## src/rtl/trigger_conditioner.sv

```systemverilog
// trigger_conditioner
//   Turns a raw, bouncy, asynchronous push-button into a clean debounced
//   `trigger` level and single-cycle `trigger_pulse` events, with optional
//   auto-repeat while the button is held.
//   Pipeline: 2-FF synchroniser -> debounce counter -> press/hold/repeat FSM.
//
// Ports
//   clk            system clock, rising edge
//   rst            asynchronous active-low reset
//   btn_in         raw button, asynchronous, active-high
//   enable         synchronous enable; 0 forces the FSM to IDLE
//   trigger        debounced button level (registered)
//   trigger_pulse  one-cycle pulse on each accepted press and each auto-repeat
//   press_count    accepted presses (repeats excluded), wraps 255 -> 0
//   state_dbg      FSM state: IDLE=0 PRESS_WAIT=1 PRESSED=2 REPEAT=3 RELEASE_WAIT=4
module trigger_conditioner #(
  parameter int DEBOUNCE_CYCLES = 16,
  parameter int REPEAT_DELAY    = 64,
  parameter int REPEAT_PERIOD   = 16,
  parameter int CNT_WIDTH       = 16
) (
  input  logic       clk,
  input  logic       rst,
  input  logic       btn_in,
  input  logic       enable,
  output logic       trigger,
  output logic       trigger_pulse,
  output logic [7:0] press_count,
  output logic [2:0] state_dbg
);

  typedef enum logic [2:0] {
    IDLE         = 3'd0,
    PRESS_WAIT   = 3'd1,
    PRESSED      = 3'd2,
    REPEAT       = 3'd3,
    RELEASE_WAIT = 3'd4
  } state_t;

  localparam logic [CNT_WIDTH-1:0] DEB_LAST = CNT_WIDTH'(DEBOUNCE_CYCLES - 1);
  localparam logic [CNT_WIDTH-1:0] DLY_LAST = CNT_WIDTH'(REPEAT_DELAY - 1);
  localparam logic [CNT_WIDTH-1:0] PER_LAST = CNT_WIDTH'(REPEAT_PERIOD - 1);
  localparam logic [CNT_WIDTH-1:0] CNT_ONE  = CNT_WIDTH'(1);
  localparam bit DEB_ONE = (DEBOUNCE_CYCLES == 1);
  localparam bit RPT_EN  = (REPEAT_DELAY > 0);

  logic                 s1, s2;
  logic                 btn_sync;
  state_t               state, state_n;
  logic [CNT_WIDTH-1:0] cnt, cnt_n;
  logic [CNT_WIDTH-1:0] rpt, rpt_n;
  logic                 trig_n, pulse_n;
  logic [7:0]           count_n;
  // Set once a low sample has been seen while enabled; a button still held
  // when enable returns must be released before it can be accepted again.
  logic                 armed, armed_n;
  logic                 do_press, do_release;

  assign btn_sync  = s2;
  assign state_dbg = state;

  // Synchroniser runs regardless of enable.
  always_ff @(posedge clk or negedge rst) begin
    if (!rst) begin
      s1 <= 1'b0;
      s2 <= 1'b0;
    end else begin
      s1 <= btn_in;
      s2 <= s1;
    end
  end

  always_ff @(posedge clk or negedge rst) begin
    if (!rst) begin
      state         <= IDLE;
      cnt           <= '0;
      rpt           <= '0;
      trigger       <= 1'b0;
      trigger_pulse <= 1'b0;
      press_count   <= 8'd0;
      armed         <= 1'b0;
    end else begin
      state         <= state_n;
      cnt           <= cnt_n;
      rpt           <= rpt_n;
      trigger       <= trig_n;
      trigger_pulse <= pulse_n;
      press_count   <= count_n;
      armed         <= armed_n;
    end
  end

  always_comb begin
    state_n    = state;
    cnt_n      = cnt;
    rpt_n      = rpt;
    trig_n     = trigger;
    pulse_n    = 1'b0;
    count_n    = press_count;
    armed_n    = armed;
    do_press   = 1'b0;
    do_release = 1'b0;

    if (!enable) begin
      state_n = IDLE;
      cnt_n   = '0;
      rpt_n   = '0;
      trig_n  = 1'b0;
      armed_n = 1'b0;
    end else begin
      case (state)
        IDLE: begin
          if (!btn_sync) begin
            armed_n = 1'b1;
          end else if (armed) begin
            if (DEB_ONE) begin
              do_press = 1'b1;
            end else begin
              state_n = PRESS_WAIT;
              cnt_n   = CNT_ONE;
            end
          end
        end
        PRESS_WAIT: begin
          if (!btn_sync) begin
            state_n = IDLE;
            cnt_n   = '0;
          end else if (cnt == DEB_LAST) begin
            do_press = 1'b1;
          end else begin
            cnt_n = cnt + CNT_ONE;
          end
        end
        PRESSED: begin
          if (!btn_sync) begin
            do_release = 1'b1;
          end else if (RPT_EN && (rpt == DLY_LAST)) begin
            state_n = REPEAT;
            pulse_n = 1'b1;
            rpt_n   = '0;
          end else if (RPT_EN) begin
            rpt_n = rpt + CNT_ONE;
          end
        end
        REPEAT: begin
          if (!btn_sync) begin
            do_release = 1'b1;
          end else if (rpt == PER_LAST) begin
            pulse_n = 1'b1;
            rpt_n   = '0;
          end else begin
            rpt_n = rpt + CNT_ONE;
          end
        end
        RELEASE_WAIT: begin
          // A high sample here is release bounce: restart the repeat delay.
          if (btn_sync) begin
            state_n = PRESSED;
            rpt_n   = '0;
            cnt_n   = '0;
          end else if (cnt == DEB_LAST) begin
            state_n = IDLE;
            trig_n  = 1'b0;
            cnt_n   = '0;
          end else begin
            cnt_n = cnt + CNT_ONE;
          end
        end
        default: begin
          state_n = IDLE;
          cnt_n   = '0;
          rpt_n   = '0;
          trig_n  = 1'b0;
        end
      endcase

      if (do_press) begin
        state_n = PRESSED;
        trig_n  = 1'b1;
        pulse_n = 1'b1;
        count_n = press_count + 8'd1;
        rpt_n   = '0;
        cnt_n   = '0;
      end

      // Release sampling wins over a same-cycle repeat: pulse_n stays 0 here
      // because the repeat branches are not taken when btn_sync is low.
      if (do_release) begin
        if (DEB_ONE) begin
          state_n = IDLE;
          trig_n  = 1'b0;
          cnt_n   = '0;
        end else begin
          state_n = RELEASE_WAIT;
          cnt_n   = CNT_ONE;
        end
      end
    end
  end

endmodule
```

## config.mk

```make
export PLATFORM = sky130hd
export DESIGN_NAME = trigger_conditioner
export DESIGN_NICKNAME = d
export VERILOG_FILES = /design/src/rtl/trigger_conditioner.sv
export SDC_FILE = /design/constraint.sdc
export NUM_CORES = 1
export LEC_CHECK = 0
export CAP_MARGIN = 20
export CELL_PAD_IN_SITES_DETAIL_PLACEMENT = 0
export CELL_PAD_IN_SITES_GLOBAL_PLACEMENT = 1
export CORE_MARGIN = 5
export CORE_UTILIZATION = 48
export DETAILED_ROUTE_END_ITERATION = 8
export GPL_TIMING_DRIVEN = 1
export PLACE_DENSITY = 0.9
export SYNTH_ARGS = -nofsm -noshare
export SYNTH_HDL_FRONTEND = slang
export SYNTH_SLANG_ARGS = --single-unit
export TNS_END_PERCENT = 20
```

## constraint.sdc

```tcl
create_clock -name clk -period 5.2 [get_ports clk]
set_input_delay 1.04 -clock clk [delete_from_list [all_inputs] [get_ports clk]]
set_output_delay 1.04 -clock clk [all_outputs]
set_load 0.05 [all_outputs]
```

==> flow_results.org <==
** Pwr
- The analysis attributes to net switching a power of 0.000204 W.
- Seq pwr share :: 55.4%
- Switching power share of the total :: 28.1%
- P_int :: 0.000521 W
- Leakage :: 1.20 nW
- Logic pwr share :: 12.8%
- Clock network fraction of design power :: 31.8%
- Power per standard cell area :: 238 nW/µm²
- Maximum VDD drop :: 0.0000960 V

** Floorplan
- From left edge to right edge, the die measures 85.9 µm.
- In this run the core area contains 27 standard-cell rows.
- Effective utilization at floorplan :: 49.9%
- Floorplan core area :: 5540 µm²
- Die Span Y :: 85.9 µm
- The floorplan step defined a die boundary enclosing 7380 µm².
- During I/O placement, the number of pins put on the boundary was 17.

** Worst hold path
- In this run the worst hold path is classified as reg -> reg.
- In this run the most critical hold path is launched from s1.
- Hold Crit Depth :: 0
- For hold timing, the worst endpoint is btn_sync.

** Worst setup path
- STA classifies the critical path endpoint as a flop.
- Reg-to-Reg Start :: cnt[0]
- Traced cell by cell, the critical path runs through clkdlybuf4s50_1, inv_1, a211o_1, nand4_1, xor2_1, nor3_1.
- Largest delay contributor family on the critical path :: buffers and inverters
- Required time of the worst setup path :: 5.35 ns
- On the critical path, the stage with the largest delay is an instance of inv_1.
- Measured in cells, the most critical reg-to-reg path has a length of 6.
- For the worst setup path, the data arrival time is 3.38 ns.
- In this design, the stage delay of the slowest critical-path cell is 0.81 ns.
- Setup slack of the worst register-to-register path :: 2.65 ns
- Peak fanout along the critical path :: 31
- Startpoint type of the worst setup path :: input pin
- The worst register-to-register path ends at rpt[12].
- Together, buffers and inverters on the worst path number 2.
- The critical path is of the in -> reg type.

** GRT
- Via count of the first global-routing pass :: 2,150
- The initial antenna violation count came to 0.
- Global route total overflow :: 0
- Entering global routing, the biggest net connects 49 pins.
- Wire length of the first global-routing pass :: 10,600 µm
- GRT Overall Usage :: 17.6%

** Clocking
- Clock input transition at the sequential cells of the worst setup and hold paths :: 0.09 ns
- Clk Tree Root Cell :: clkbuf_8
- Number of levels the H-tree was split into :: 2
- TritonCTS Buffers :: 5
- TritonCTS built the clock tree.
- Once the clock tree was built, the resizer swapped 0 gates to a different size.
- Clk sink count :: 48
- No sink is reached through more buffers than the 2 on the longest clock path.
- Total setup buffers inserted after CTS :: 0
- Worst-skew pair later-pin latency :: 0.30 ns
- In this run, post-CTS hold repair placed 0 buffers.

** Synth
- Yosys mapped a number of flops with a built-in enable equal to 0.
- After synthesis, the share of flip-flops with an asynchronous set or reset is 100%.
- Ranked by total cell area, the synthesized netlist is headed by dfrtp_1 (43%), xor2_1 (4.1%), a211oi_1 (4.1%), nor3_1 (3.4%), o31ai_1 (3.3%).
- Each instance of the synthesized netlist takes up on average 9.47 µm².
- Seq/Total Area, Yosys :: 43.5%
- Unique masters post-synth :: 50
- Synth Instances :: 292
- The synthesized netlist occupies a cell area of 2760 µm².
- Yosys warns :: 0
- Most used flip-flop cell after synthesis :: dfrtp_1
- The top cell type by area accounts for 43.5% of the synthesized area.
- Yosys top cell by area :: dfrtp_1
- Synthesized flop and latch total :: 48
- Syn nets :: 299
- Count leader, synth :: dfrtp_1
- In the synthesized netlist, the cells that appear most often are dfrtp_1 (48), nand2_1 (19), nor3_1 (19), a211oi_1 (15), nand3_1 (15).

** STA
- For this run, the top clock speed supported by timing is 0.309 GHz.
- The final-report max-slew violation count is 0.
- The worst pin sits at a relative slew slack of 31.3%.
- Measured slew at the worst slew-check pin :: 1.03 ns
- Setup skew after layout :: 0.00922 ns
- Final critical-path setup slack :: 1.97 ns
- In the final timing run, aggregate negative setup slack is 0 ns.
- After layout, the minimum clock period comes to 3.23 ns.
- Setup violations remaining at the end of the flow were counted as 0.
- The worst path uses 62.2% of the clock period.
- Hold Vio Cnt, Final :: 0
- Setup repair after global routing left no endpoint under its margin.

** Cells and area
- Total number of nets in the final design :: 304
- Layout area overhead :: 10.2%
- Filler-free cell count of the finished design :: 370
- Cells with a size suffix above 1 make up 6.38% of the layout.
- Diode count :: 0

** Placed design
- Routability-driven placement finished with a final weighted congestion of 0.857.
- Port buffering added 16 buffers.
- Final HPWL from detailed placement :: 3930 µm
- Counting tap cells, the placed design contains a total of 361 instances.
- Before CTS, the worst setup slack after placement is 1.65 ns.

** Drt
- Routed WL per cell :: 16.2 µm
- Summed over all layers, the routed wires come to 5980 µm.
- DRC violation count after routing :: 0
- In the routed layout, each cell is associated on average with a via count of 6.23.
- DR iter-0 viols :: 215
- Overall via count from detail_route :: 2,305
- Pre-Repair DR Iteration Count :: 4
- Count of antenna-violating nets left after detailed routing :: 0

** Outcome
- Status :: finished clean

** Run
- Total of max-cap violations :: 0
==> sequential cells by signal, summed over array words and instances (netlist names) <==
register / flops
trigger_pulse: 1
s1: 1
state_dbg: 3
trigger: 1
cnt: 16
press_count: 8
armed: 1
btn_sync: 1
rpt: 16
==> final cells by class <==
| class | instances | area [µm²] |
|---|---|---|
| multi-input cells | 216 | 1450 |
| clock buffers | 6 | 82.6 |
| clock inverters | 2 | 10.0 |
| well taps | 72 | 90.1 |
| repair buffers | 17 | 183 |
| flip-flops and latches | 48 | 1200 |
| inverters | 9 | 33.8 |
| fillers | 513 | 2490 |
==> worst max path at each step <==
| stage | start | to | slack (ns) | depth (start not counted) |
|---|---|---|---|---|
| 2_1_floorplan | enable | cnt[4] | 2.85 | 8 |
| 3_3_place_gp | enable | cnt[15] | 1.74 | 6 |
| 3_5_place_dp | enable | cnt[15] | 1.65 | 6 |
| 4_1_cts | enable | cnt[15] | 1.96 | 6 |
| 5_1_grt | enable | cnt[11] | 1.83 | 6 |
| 6_report | enable | cnt[15] | 1.97 | 6 |
==> kinds of logic after synthesis <==
family	synth area share (%)
DFF	43.5
AOI/OAI and AO/OA	16.5
buffers and inverters	4.26
adders and majority gates	1.36
and+or+nand+nor	26.4
xor gates and xnor gates	6.02
muxes	1.95
==> layer usage <==
metal  track usage (%)  wire length, µm  vias to the layer above
li1                  -                -                     1111
met3              3.17              244                        9
met4              5.18               84                        0
met1              25.9             2910                     1138
met5                 0                0                        -
met2              26.3             2740                       47
==> power by group through the flow <==
stage                     combinational, W  sequential [W]  clock (W)
after floorplan                  0.0000713        0.000402          0
after global placement           0.0000898        0.000408          0
after detailed placement         0.0000904        0.000409          0
after CTS                        0.0000908        0.000401   0.000239
after global routing              0.000104        0.000404   0.000254
final                            0.0000927        0.000401   0.000231
==> placed cells by master, fill, tap and decap left out, types with 4 or more instances in the layout <==
master,Yosys,routed
a211oi_1,15,15
a21oi_1,4,4
and3_1,10,10
clkbuf_8,0,6
clkdlybuf4s50_1,0,15
dfrtp_1,48,48
inv_1,9,9
nand2_1,19,19
nand2b_1,6,6
nand3_1,15,15
nand4_1,14,14
nor2_1,14,14
nor3_1,19,19
o21ai_0,10,10
o31ai_1,12,12
or3_1,5,5
or4_1,9,9
xnor2_1,6,6
xor2_1,13,13
==> per-stage QoR <==
stage / hold WS, ns / utilization [%] / total power [W] / instance area (µm²)
finish: 0.354 / 55.0 / 0.000725 / 3050
global route: 0.377 / 55.0 / 0.000762 / 3050
CTS: 0.355 / 54.5 / 0.000731 / 3020
detailed placement: 0.335 / 52.8 / 0.000499 / 2930
global placement: 0.334 / 52.8 / 0.000498 / 2930
floorplan: 0.331 / - / 0.000473 / 2760
Note: power is estimated with default switching activity, not from simulation.
